`config.mk`:
```
export PLATFORM = sky130hd
export DESIGN_NAME = uncache_axi_bridge
export DESIGN_NICKNAME = d
export VERILOG_FILES = /design/src/rtl/uncache_axi_bridge.sv
export SDC_FILE = /design/constraint.sdc
export NUM_CORES = 1
export LEC_CHECK = 0
export ABC_CLOCK_PERIOD_IN_PS = 2220
export BUFFER_PORTS_ARGS = -buffer_cell sky130_fd_sc_hd__buf_2
export CAP_MARGIN = 0
export CORE_AREA = 2 2 125 127
export DETAILED_ROUTE_END_ITERATION = 8
export DIE_AREA = 0 0 127 129
export GPL_ROUTABILITY_DRIVEN = 0
export PLACE_DENSITY_LB_ADDON = 0.3
export SLEW_MARGIN = 20
export SYNTH_ARGS = -nofsm -noshare
export SYNTH_HDL_FRONTEND = slang
export SYNTH_SLANG_ARGS = --single-unit
```
`constraint.sdc`:
```
create_clock -name clk -period 2.22 [get_ports clk]
set_input_delay 0.222 -clock clk [delete_from_list [all_inputs] [get_ports clk]]
set_output_delay 0.222 -clock clk [all_outputs]
set_load 0.05 [all_outputs]
```
`src/rtl/uncache_axi_bridge.sv`:
```
// Uncached load/store to single-beat AXI4 bridge; one transaction in flight, strongly ordered.
// Build option: define UNCACHE_WRITE_BUFFER_EN to post writes (wr_valid on acceptance, drain in background).
module uncache_axi_bridge #(
  parameter int unsigned         ID_WIDTH = 4,
  parameter logic [ID_WIDTH-1:0] RD_ID    = ID_WIDTH'(1),
  parameter logic [ID_WIDTH-1:0] WR_ID    = ID_WIDTH'(1)
) (
  input  logic                clk,
  input  logic                resetn,
  // uncached read request
  input  logic                rd_req,
  input  logic [31:0]         rd_addr,
  input  logic [1:0]          load_type,
  output logic                rd_rdy,
  output logic                ret_valid,
  output logic [31:0]         ret_data,
  // uncached write request
  input  logic                wr_req,
  input  logic [31:0]         wr_addr,
  input  logic [31:0]         wr_data,
  input  logic [3:0]          wr_wstrb,
  output logic                wr_rdy,
  output logic                wr_valid,
  // AXI read address
  output logic [ID_WIDTH-1:0] arid,
  output logic [31:0]         araddr,
  output logic [7:0]          arlen,
  output logic [2:0]          arsize,
  output logic [1:0]          arburst,
  output logic                arvalid,
  input  logic                arready,
  // AXI read data
  input  logic [31:0]         rdata,
  input  logic [1:0]          rresp,
  input  logic                rlast,
  input  logic                rvalid,
  output logic                rready,
  // AXI write address
  output logic [ID_WIDTH-1:0] awid,
  output logic [31:0]         awaddr,
  output logic [7:0]          awlen,
  output logic [2:0]          awsize,
  output logic [1:0]          awburst,
  output logic                awvalid,
  input  logic                awready,
  // AXI write data
  output logic [31:0]         wdata,
  output logic [3:0]          wstrb,
  output logic                wlast,
  output logic                wvalid,
  input  logic                wready,
  // AXI write response
  input  logic [1:0]          bresp,
  input  logic                bvalid,
  output logic                bready
);

  typedef enum logic [2:0] {
    IDLE    = 3'd0,
    RD_AR   = 3'd1,
    RD_R    = 3'd2,
    WR_AW_W = 3'd3,
    WR_B    = 3'd4
  } state_e;

  localparam logic [1:0] BURST_INCR = 2'b01;

  state_e      state_q, state_d;
  logic        aw_done_q, aw_done_d;
  logic        w_done_q, w_done_d;
  logic        ret_valid_q, ret_valid_d;
  logic        wr_valid_q, wr_valid_d;
  logic [31:0] ret_data_q, ret_data_d;

  // Request payload; only meaningful while its transaction is in flight, so no reset.
  logic [31:0] addr_q;
  logic [2:0]  size_q;
  logic [31:0] wdata_q;
  logic [3:0]  wstrb_q;

  logic        rd_accept, wr_accept;
  logic [2:0]  rd_size;

  // Response status and rlast carry no information for single-beat, error-agnostic accesses.
  logic        unused_resp;
  assign unused_resp = ^{rresp, rlast, bresp};

  assign rd_size = (load_type == 2'd3) ? 3'd2 : {1'b0, load_type};

  always_comb begin
    state_d     = state_q;
    aw_done_d   = aw_done_q;
    w_done_d    = w_done_q;
    ret_valid_d = 1'b0;
    wr_valid_d  = 1'b0;
    ret_data_d  = ret_data_q;
    rd_accept   = 1'b0;
    wr_accept   = 1'b0;
    unique case (state_q)
      IDLE: begin
        if (wr_req) begin
          wr_accept = 1'b1;
          aw_done_d = 1'b0;
          w_done_d  = 1'b0;
          state_d   = WR_AW_W;
`ifdef UNCACHE_WRITE_BUFFER_EN
          wr_valid_d = 1'b1;
`endif
        end else if (rd_req) begin
          rd_accept = 1'b1;
          state_d   = RD_AR;
        end
      end
      RD_AR: begin
        if (arready) state_d = RD_R;
      end
      RD_R: begin
        if (rvalid) begin
          ret_data_d  = rdata;
          ret_valid_d = 1'b1;
          state_d     = IDLE;
        end
      end
      WR_AW_W: begin
        // AW and W retire independently; either may land first or both together.
        aw_done_d = aw_done_q | awready;
        w_done_d  = w_done_q | wready;
        if (aw_done_d && w_done_d) state_d = WR_B;
      end
      WR_B: begin
        if (bvalid) begin
`ifndef UNCACHE_WRITE_BUFFER_EN
          wr_valid_d = 1'b1;
`endif
          state_d = IDLE;
        end
      end
      default: state_d = IDLE;
    endcase
  end

  always_ff @(posedge clk or negedge resetn) begin
    if (!resetn) begin
      state_q     <= IDLE;
      aw_done_q   <= 1'b0;
      w_done_q    <= 1'b0;
      ret_valid_q <= 1'b0;
      wr_valid_q  <= 1'b0;
      ret_data_q  <= 32'd0;
    end else begin
      state_q     <= state_d;
      aw_done_q   <= aw_done_d;
      w_done_q    <= w_done_d;
      ret_valid_q <= ret_valid_d;
      wr_valid_q  <= wr_valid_d;
      ret_data_q  <= ret_data_d;
    end
  end

  // Read and write share the address register since only one transaction is ever in flight.
  always_ff @(posedge clk) begin
    if (wr_accept) begin
      addr_q  <= wr_addr;
      wdata_q <= wr_data;
      wstrb_q <= wr_wstrb;
    end else if (rd_accept) begin
      addr_q <= rd_addr;
      size_q <= rd_size;
    end
  end

  // Valids derive from registered state only, never from ready.
  assign rd_rdy    = (state_q == IDLE);
  assign wr_rdy    = (state_q == IDLE);
  assign ret_valid = ret_valid_q;
  assign ret_data  = ret_data_q;
  assign wr_valid  = wr_valid_q;

  assign arid    = RD_ID;
  assign araddr  = addr_q;
  assign arlen   = 8'd0;
  assign arsize  = size_q;
  assign arburst = BURST_INCR;
  assign arvalid = (state_q == RD_AR);
  assign rready  = (state_q == RD_R);

  assign awid    = WR_ID;
  assign awaddr  = addr_q;
  assign awlen   = 8'd0;
  assign awsize  = 3'd2;
  assign awburst = BURST_INCR;
  assign awvalid = (state_q == WR_AW_W) && !aw_done_q;
  assign wdata   = wdata_q;
  assign wstrb   = wstrb_q;
  assign wlast   = 1'b1;
  assign wvalid  = (state_q == WR_AW_W) && !w_done_q;
  assign bready  = (state_q == WR_B);

endmodule

```
==> results of run 1 <==
[repair_timing]
| action | CTS | global route |
|---|---|---|
| setup endpoints to repair | 0 | 0 |
| hold buffers | 1 | 0 |
| hold endpoints to repair | 11 | 0 |
| resized for setup | 0 | 0 |
[area by class of cell]
type	count	share of cell area, %
Clock buffer	10	3.56
Clock inverter	6	1.01
Inverter	2	0.117
Multi-Input combinational cell	127	19.7
Sequential cell	109	47.9
Tap cell	188	3.66
Timing Repair Buffer	294	24.1
[routing by layer]
metal,global-route usage (%),wire length (um),vias to the layer above
met1,13.9,3970,1463
met5,0,0,-
li1,-,-,1418
met4,5.30,180,0
met2,21.2,5520,165
met3,3.66,864,12
[stage by stage]
stage	hold slack (ns)	util [%]	power, mW	instances	worst slack, ns
after CTS	0.0244	42.9	10.6	736	0.311
after global placement	0.371	40.9	8.97	719	0.353
after floorplan	-0.0736	-	8.13	314	0.0131
after detailed placement	0.383	40.9	9.03	719	0.319
final	0.0419	42.9	10.5	736	0.350
after global routing	0.0223	42.9	11.0	736	0.224
[worst paths after layout]
path / start / slack (ns) / endpoint / cells past startpoint
setup / recovery: state_q[1]$_DFFE_PN0P_ / 0.35 / araddr[20]$_DFFE_PP_ / 4
hold / removal: wr_data[29] / 0.04 / wdata[29]$_DFFE_PN_ / 1
setup reg to reg: state_q[1]$_DFFE_PN0P_ / 0.35 / araddr[20]$_DFFE_PP_ / 4
hold reg to reg: ret_data[14]$_DFFE_PN0P_ / 0.51 / ret_data[14]$_DFFE_PN0P_ / 1
max in group asynchronous: resetn / 1.17 / w_done_q$_DFFE_PN0P_ / 2
min in group asynchronous: resetn / 0.51 / ret_data[14]$_DFFE_PN0P_ / 2
[critical path, delay by kind of cell (launching register included)]
family / cells / cell delay, ns
multiplexers: 1 / 0.31
AND/OR/NAND/NOR: 2 / 0.54
buffers and inverters: 1 / 0.25
flip-flops: 1 / 0.52
[state kept, by name, indices dropped and copies added, names as in the netlist]
signal / flops
araddr: 32
arsize: 2
aw_done_q: 1
ret_data: 32
ret_valid: 1
state_q: 3
w_done_q: 1
wdata: 32
wr_valid: 1
wstrb: 4
[cell families (layout without fill, tap and decap cells)]
kind of cell           count (synthesis)  count (layout)  synth area share (%)
and+or+nand+nor                       20              20                  2.59
muxes                                 65              65                  19.7
DFF                                  109             109                  63.2
buffers and inverters                 78             312                  13.3
AOI/OAI and AO/OA                      9               9                  1.08
other                                  2              33                 0.154
[where the power goes]
part	switching, mW	leakage, nW	internal, mW
logic	4.03	1.84	1.59
clock network	0.781	0.137	0.796
registers	0.357	1.12	2.96
total	5.17	3.09	5.34
[cells in the final DEF (no fill, tap or decap), types with 2 or more instances in the layout]
cell type and instances:
sky130_fd_sc_hd__a21oi_1 5, sky130_fd_sc_hd__and2_4 2, sky130_fd_sc_hd__buf_12 4, sky130_fd_sc_hd__buf_2 285, sky130_fd_sc_hd__buf_4 4, sky130_fd_sc_hd__clkbuf_16 9, sky130_fd_sc_hd__clkinvlp_4 2, sky130_fd_sc_hd__conb_1 33
sky130_fd_sc_hd__dfrtp_1 39, sky130_fd_sc_hd__edfxtp_1 70, sky130_fd_sc_hd__inv_1 2, sky130_fd_sc_hd__inv_8 3, sky130_fd_sc_hd__mux2_2 6, sky130_fd_sc_hd__mux2_4 58, sky130_fd_sc_hd__nand2_1 2, sky130_fd_sc_hd__nor2_1 7
sky130_fd_sc_hd__nor2b_1 3, sky130_fd_sc_hd__o22ai_1 2
==> impl_metrics.ini, run 1 <==
[run_status]
status = complete, no violations

[route]
vias = 3058
detail_route.first_pass.iterations = 4
drcViolationCount = 0
vias_per_cell = 4.15
drtIter0Drc = 56
final_antenna_net_count = 0
post_drt_wl_per_cell_um = 14.3
drt_wl_total_um = 10500

[clock_tree]
clkTransAtPathRegs_ns = 0.08
max-clock-path-buffers = 2
h_tree_level_count = 3
clkLatencyLatePin_ns = 0.35
clock_sink_count = 109
tritoncts.num_buffers = 9
clk_root_buffer_cell = sky130_fd_sc_hd__clkbuf_16
post_cts_buffers = 0
tritoncts = done

[worst_setup_path]
setup.worst_path.class = register to register
timing.critical_path.arrival_ns = 1.96
end_kind = register
cp_cell_sequence = nor3_4 -> and2_4 -> buf_4 -> mux2_4
cpMaxStageDelayCell = sky130_fd_sc_hd__dfrtp_1
max_stage_delay_ns = 0.52
setup.worst_path.start_class = register
cp_data_required_time_ns = 2.31
crit_fanout = 15

[timing]
min_period_ns = 1.87
worst_slew_margin_rel_pct = 43.7
period_share_pct = 84.2
worst_slew_pin_slew_ns = 0.844
timing_max_transition_violations_final = 0
timing.final.setup_violations = 0
worst_clock_skew_ns = 0.0124
grt_setup_unrepaired = no
fmax_ghz = 0.535
final.setup.tns_ns = 0
timing_hold_violations_final = 0

[job]
max_cap_violations = 0

[cells_and_area]
stdcell_area_um2 = 6430
num-nets-final = 691
syn_to_final_growth_pct = 32.0
antenna_cells = 0
area.sequential_um2 = 3080
drive_above_1_share_pct = 69.2
fill_count = 1382
multi_input_area_um2 = 1270

[synthesis]
synth-async-reset-ratio_pct = 35.8
synth_top_area_cell = sky130_fd_sc_hd__edfxtp_1
ys_ff_latch = 109
post_synth_edffs = 70
synth.top_cells.by_area = sky130_fd_sc_hd__edfxtp_1 43%, sky130_fd_sc_hd__dfrtp_1 20%, sky130_fd_sc_hd__mux2_4 18%, sky130_fd_sc_hd__buf_4 10%, sky130_fd_sc_hd__mux2_2 1.4%
synth.top_cell.area_share_pct = 43.2
ys_warn_count = 0
synth_area_um2 = 4870
leading_cell_type_by_number_of_instances_after_synthesis = sky130_fd_sc_hd__edfxtp_1
yosysUniqueCellTypes = 27
synth_area_per_cell_um2 = 17.2
synth-seq-area-share_pct = 63.2
yosys_most_used_dff = sky130_fd_sc_hd__edfxtp_1
synth.top_cells.by_count = 70 x sky130_fd_sc_hd__edfxtp_1, 66 x sky130_fd_sc_hd__buf_4, 58 x sky130_fd_sc_hd__mux2_4, 39 x sky130_fd_sc_hd__dfrtp_1, 7 x sky130_fd_sc_hd__nor2_1
postSynthCellCount = 283

[place]
detailed_place.area_um2 = 6120
count_of_buffers_inserted_at_the_top_level_ports = 285
place.detailed.hpwl_um = 8260

[global_routing]
track_usage_pct = 12.1
grt_start_max_net_pins = 40
grt_pass1_wl_um = 15200
first_global_vias = 3022
grt-ovfl-total = 0
antenna_found_initial = 0

[floorplan]
chipHeight_um = 129
die-area_um2 = 16400
row_count = 45
core_area_um2 = 15000
start_util_pct = 32.5
floorplan.die.width_um = 127
ioPinCount = 324

[power_and_ir_drop]
power.leakage_nw = 3.09
ir_worst_vdd_v = 0.000892
power_density_nw_per_um2 = 1630

[hold_path]
hold_path.class = input port to register
No activity file was read; power rests on OpenSTA's default activity.
==> inputs of run 2 (changes only) <==
ABC_AREA = 1   (was not set)
ABC_CLOCK_PERIOD_IN_PS = 1860   (was 2220)
CORE_AREA = 2 2 126 128   (was 2 2 125 127)
DIE_AREA = 0 0 128 130   (was 0 0 127 129)
clock period = 1.86 ns   (was 2.22 ns; I/O delays follow)
==> impl_metrics.ini, run 2 <==
[power_and_ir_drop]
sw_frac_of_total_pct = 54.1
ir_worst_vdd_v = 0.000780
power_density_nw_per_um2 = 1970
power.leakage_nw = 3.48
power_switching_mw = 7.04
internal_power_mw = 5.98
sequential_share_of_power_pct = 30.8
clock_power_share_pct = 15.4
power_mw = 13.0
pwr-share-comb_pct = 53.8

[worst_setup_path]
cp_cell_sequence = nor2_2 -> nand2_2 -> inv_2 -> buf_2
timing.critical_path.arrival_ns = 1.52
setup.worst_path.start_class = register
max_stage_delay_ns = 0.45
end_kind = output port
cpMaxStageDelayCell = sky130_fd_sc_hd__dfrtp_1
setup.worst_path.class = register to output port
crit_fanout = 6
cp-startpoint = state_q[1]$_DFFE_PN0P_
worst-path-buf-inv = 2
cp_data_required_time_ns = 1.67
crit_family = flip-flops
regToRegStartpoint = state_q[1]$_DFFE_PN0P_

[cells_and_area]
multi_input_area_um2 = 1050
fill_count = 1533
most-common-layout-cells = 285 x sky130_fd_sc_hd__buf_2, 207 x sky130_fd_sc_hd__nand2_1, 70 x sky130_fd_sc_hd__edfxtp_1, 39 x sky130_fd_sc_hd__dfrtp_1, 38 x sky130_fd_sc_hd__dlygate4sd3_1
syn_to_final_growth_pct = 41.6
fin_util_pct = 42.9
area.sequential_um2 = 3080
num-nets-final = 878
layout.cells.most_common = sky130_fd_sc_hd__buf_2
drive_above_1_share_pct = 43.0

[route]
post_drt_wl_per_cell_um = 13.5
vias = 3773
drtIter0Drc = 192
vias_per_cell = 4.07
final_antenna_net_count = 0
detail_route.first_pass.iterations = 4
drt_wl_total_um = 12500
drcViolationCount = 0

[clock_tree]
tritoncts.num_buffers = 9
h_tree_level_count = 3
clock_sink_count = 109
max-clock-path-buffers = 2
tritoncts = done
clkLatencyLatePin_ns = 0.36
clk_root_buffer_cell = sky130_fd_sc_hd__clkbuf_16
clkTransAtPathRegs_ns = 0.08

[global_routing]
busiest_layer = met2
track_usage_pct = 14.4
grt_start_max_net_pins = 69
grt_pass1_wl_um = 18000
met1_usage_pct = 15.7
grt-ovfl-total = 0
met2_track_utilization_from_global_routing_pct = 25.7
antenna_found_initial = 2
grtUsageMet3_pct = 4.31
first_global_vias = 3377

[floorplan]
core_area_um2 = 15400
die-area_um2 = 16600
ioPinCount = 324
start_util_pct = 30.3
chipHeight_um = 130
row_count = 46
floorplan.die.width_um = 128

[synthesis]
synth_area_um2 = 4680
leading_cell_type_by_number_of_instances_after_synthesis = sky130_fd_sc_hd__nand2_1
post_synth_edffs = 70
synth.top_cells.by_count = 207 x sky130_fd_sc_hd__nand2_1, 70 x sky130_fd_sc_hd__edfxtp_1, 69 x sky130_fd_sc_hd__buf_4, 39 x sky130_fd_sc_hd__dfrtp_1
synth_area_per_cell_um2 = 10.6
synth_top_area_cell = sky130_fd_sc_hd__edfxtp_1
yosysUniqueCellTypes = 23
synth.top_cell.area_share_pct = 45.0
synth-seq-area-share_pct = 65.8
postSynthCellCount = 440
yosys_most_used_dff = sky130_fd_sc_hd__edfxtp_1
synth.top_cells.by_area = sky130_fd_sc_hd__edfxtp_1 45%, sky130_fd_sc_hd__dfrtp_1 21%, sky130_fd_sc_hd__nand2_1 17%, sky130_fd_sc_hd__buf_4 11%, sky130_fd_sc_hd__buf_6 1.4%
ys_warn_count = 0
ys_ff_latch = 109
synth-async-reset-ratio_pct = 35.8

[place]
place.detailed.hpwl_um = 9260
count_of_buffers_inserted_at_the_top_level_ports = 285

[job]
max_cap_violations = 0

[timing]
timing_max_transition_violations_final = 0
worst_clock_skew_ns = 0.0127
period_share_pct = 91.7
fmax_ghz = 0.586
min_period_ns = 1.71
grt_setup_unrepaired = no
timing.final.setup_violations = 0
worst_slew_pin_slew_ns = 0.910
final.setup.tns_ns = 0
worst_slew_margin_rel_pct = 39.3
timing_hold_violations_final = 0

[hold_path]
hold_path.class = input port to register
critical_hold_path_startpoint = rdata[20]

[run_status]
status = complete, no violations
==> run 2: cell count changes after synthesis, sizes merged, moves of 2 or more <==
cell,before,now
nand2,2,209
mux2,64,0
inv,2,16
nor2,7,13
a21oi,5,1
buf,75,78
nand3,0,3
nor2b,3,0
and2,2,0
o21ai,0,2
o22ai,2,0
==> run 2: power by group through the flow <==
stage / clock network [mW] / registers [mW] / logic, mW
floorplan: 0 / 6.76 / 3.12
global placement: 0 / 4.06 / 6.97
detailed placement: 0 / 4.05 / 7.01
CTS: 2.07 / 4.02 / 7.07
global route: 2.15 / 4.13 / 7.42
finish: 2.00 / 4.02 / 7.00
==> run 2: worst min-delay path, stage by stage <==
cell	delay (ns)
sky130_fd_sc_hd__buf_2	0.08
sky130_fd_sc_hd__nand2_1	0.04
sky130_fd_sc_hd__nand2_1	0.04
==> run 2: final timing paths <==
kind | to | slack [ns] | cells after the start
worst max-delay path | wr_rdy | 0.15 | 4
worst min-delay path | ret_data[20]$_DFFE_PN0P_ | 0.02 | 3
worst max register to register | araddr[31]$_DFFE_PP_ | 0.22 | 6
worst min register to register | ret_data[4]$_DFFE_PN0P_ | 0.48 | 2
max in group asynchronous | w_done_q$_DFFE_PN0P_ | 0.79 | 2
min in group asynchronous | ret_data[15]$_DFFE_PN0P_ | 0.50 | 2
==> run 2: cell families (layout without fill, tap and decap cells) <==
kind of cell | Yosys count | count (layout) | share of synthesized area [%]
DFF | 109 | 109 | 65.8
and+or+nand+nor | 228 | 228 | 19.1
other | 2 | 34 | 0.161
AOI/OAI and AO/OA | 5 | 5 | 0.642
buffers and inverters | 96 | 360 | 14.3
==> run 2: what timing repair did <==
action,4_1_cts,5_1_grt
setup buffers,0,0
hold endpoints to repair,76,0
hold buffers,38,0
gates resized for setup,0,0
==> run 2: per-layer routing <==
| metal | vias to the layer above | part of all wire, % |
|---|---|---|
| met2 | 185 | 52 |
| met5 | - | 0 |
| met4 | 0 | 2.0 |
| li1 | 1866 | - |
| met3 | 16 | 8.7 |
| met1 | 1706 | 37 |
==> run 2: through the flow <==
stage / hold WS (ns) / cell area [um2] / cells / setup slack, ns
final: 0.0197 / 6620 / 928 / 0.154
after detailed placement: 0.364 / 5920 / 873 / 0.204
after floorplan: -0.110 / 4800 / 471 / 0.141
after CTS: 0.000825 / 6620 / 927 / 0.120
after global placement: 0.363 / 5920 / 873 / 0.243
after global routing: 0.0155 / 6620 / 928 / 0.0427
==> run 2: layout make-up <==
| type | count | area share (%) |
|---|---|---|
| inverters | 17 | 0.983 |
| clock buffers | 9 | 3.40 |
| well taps | 192 | 3.63 |
| multi-input cells | 266 | 15.9 |
| clock inverters | 7 | 1.42 |
| repair buffers | 327 | 28.1 |
| diodes | 1 | 0.0378 |
| flip-flops and latches | 109 | 46.5 |
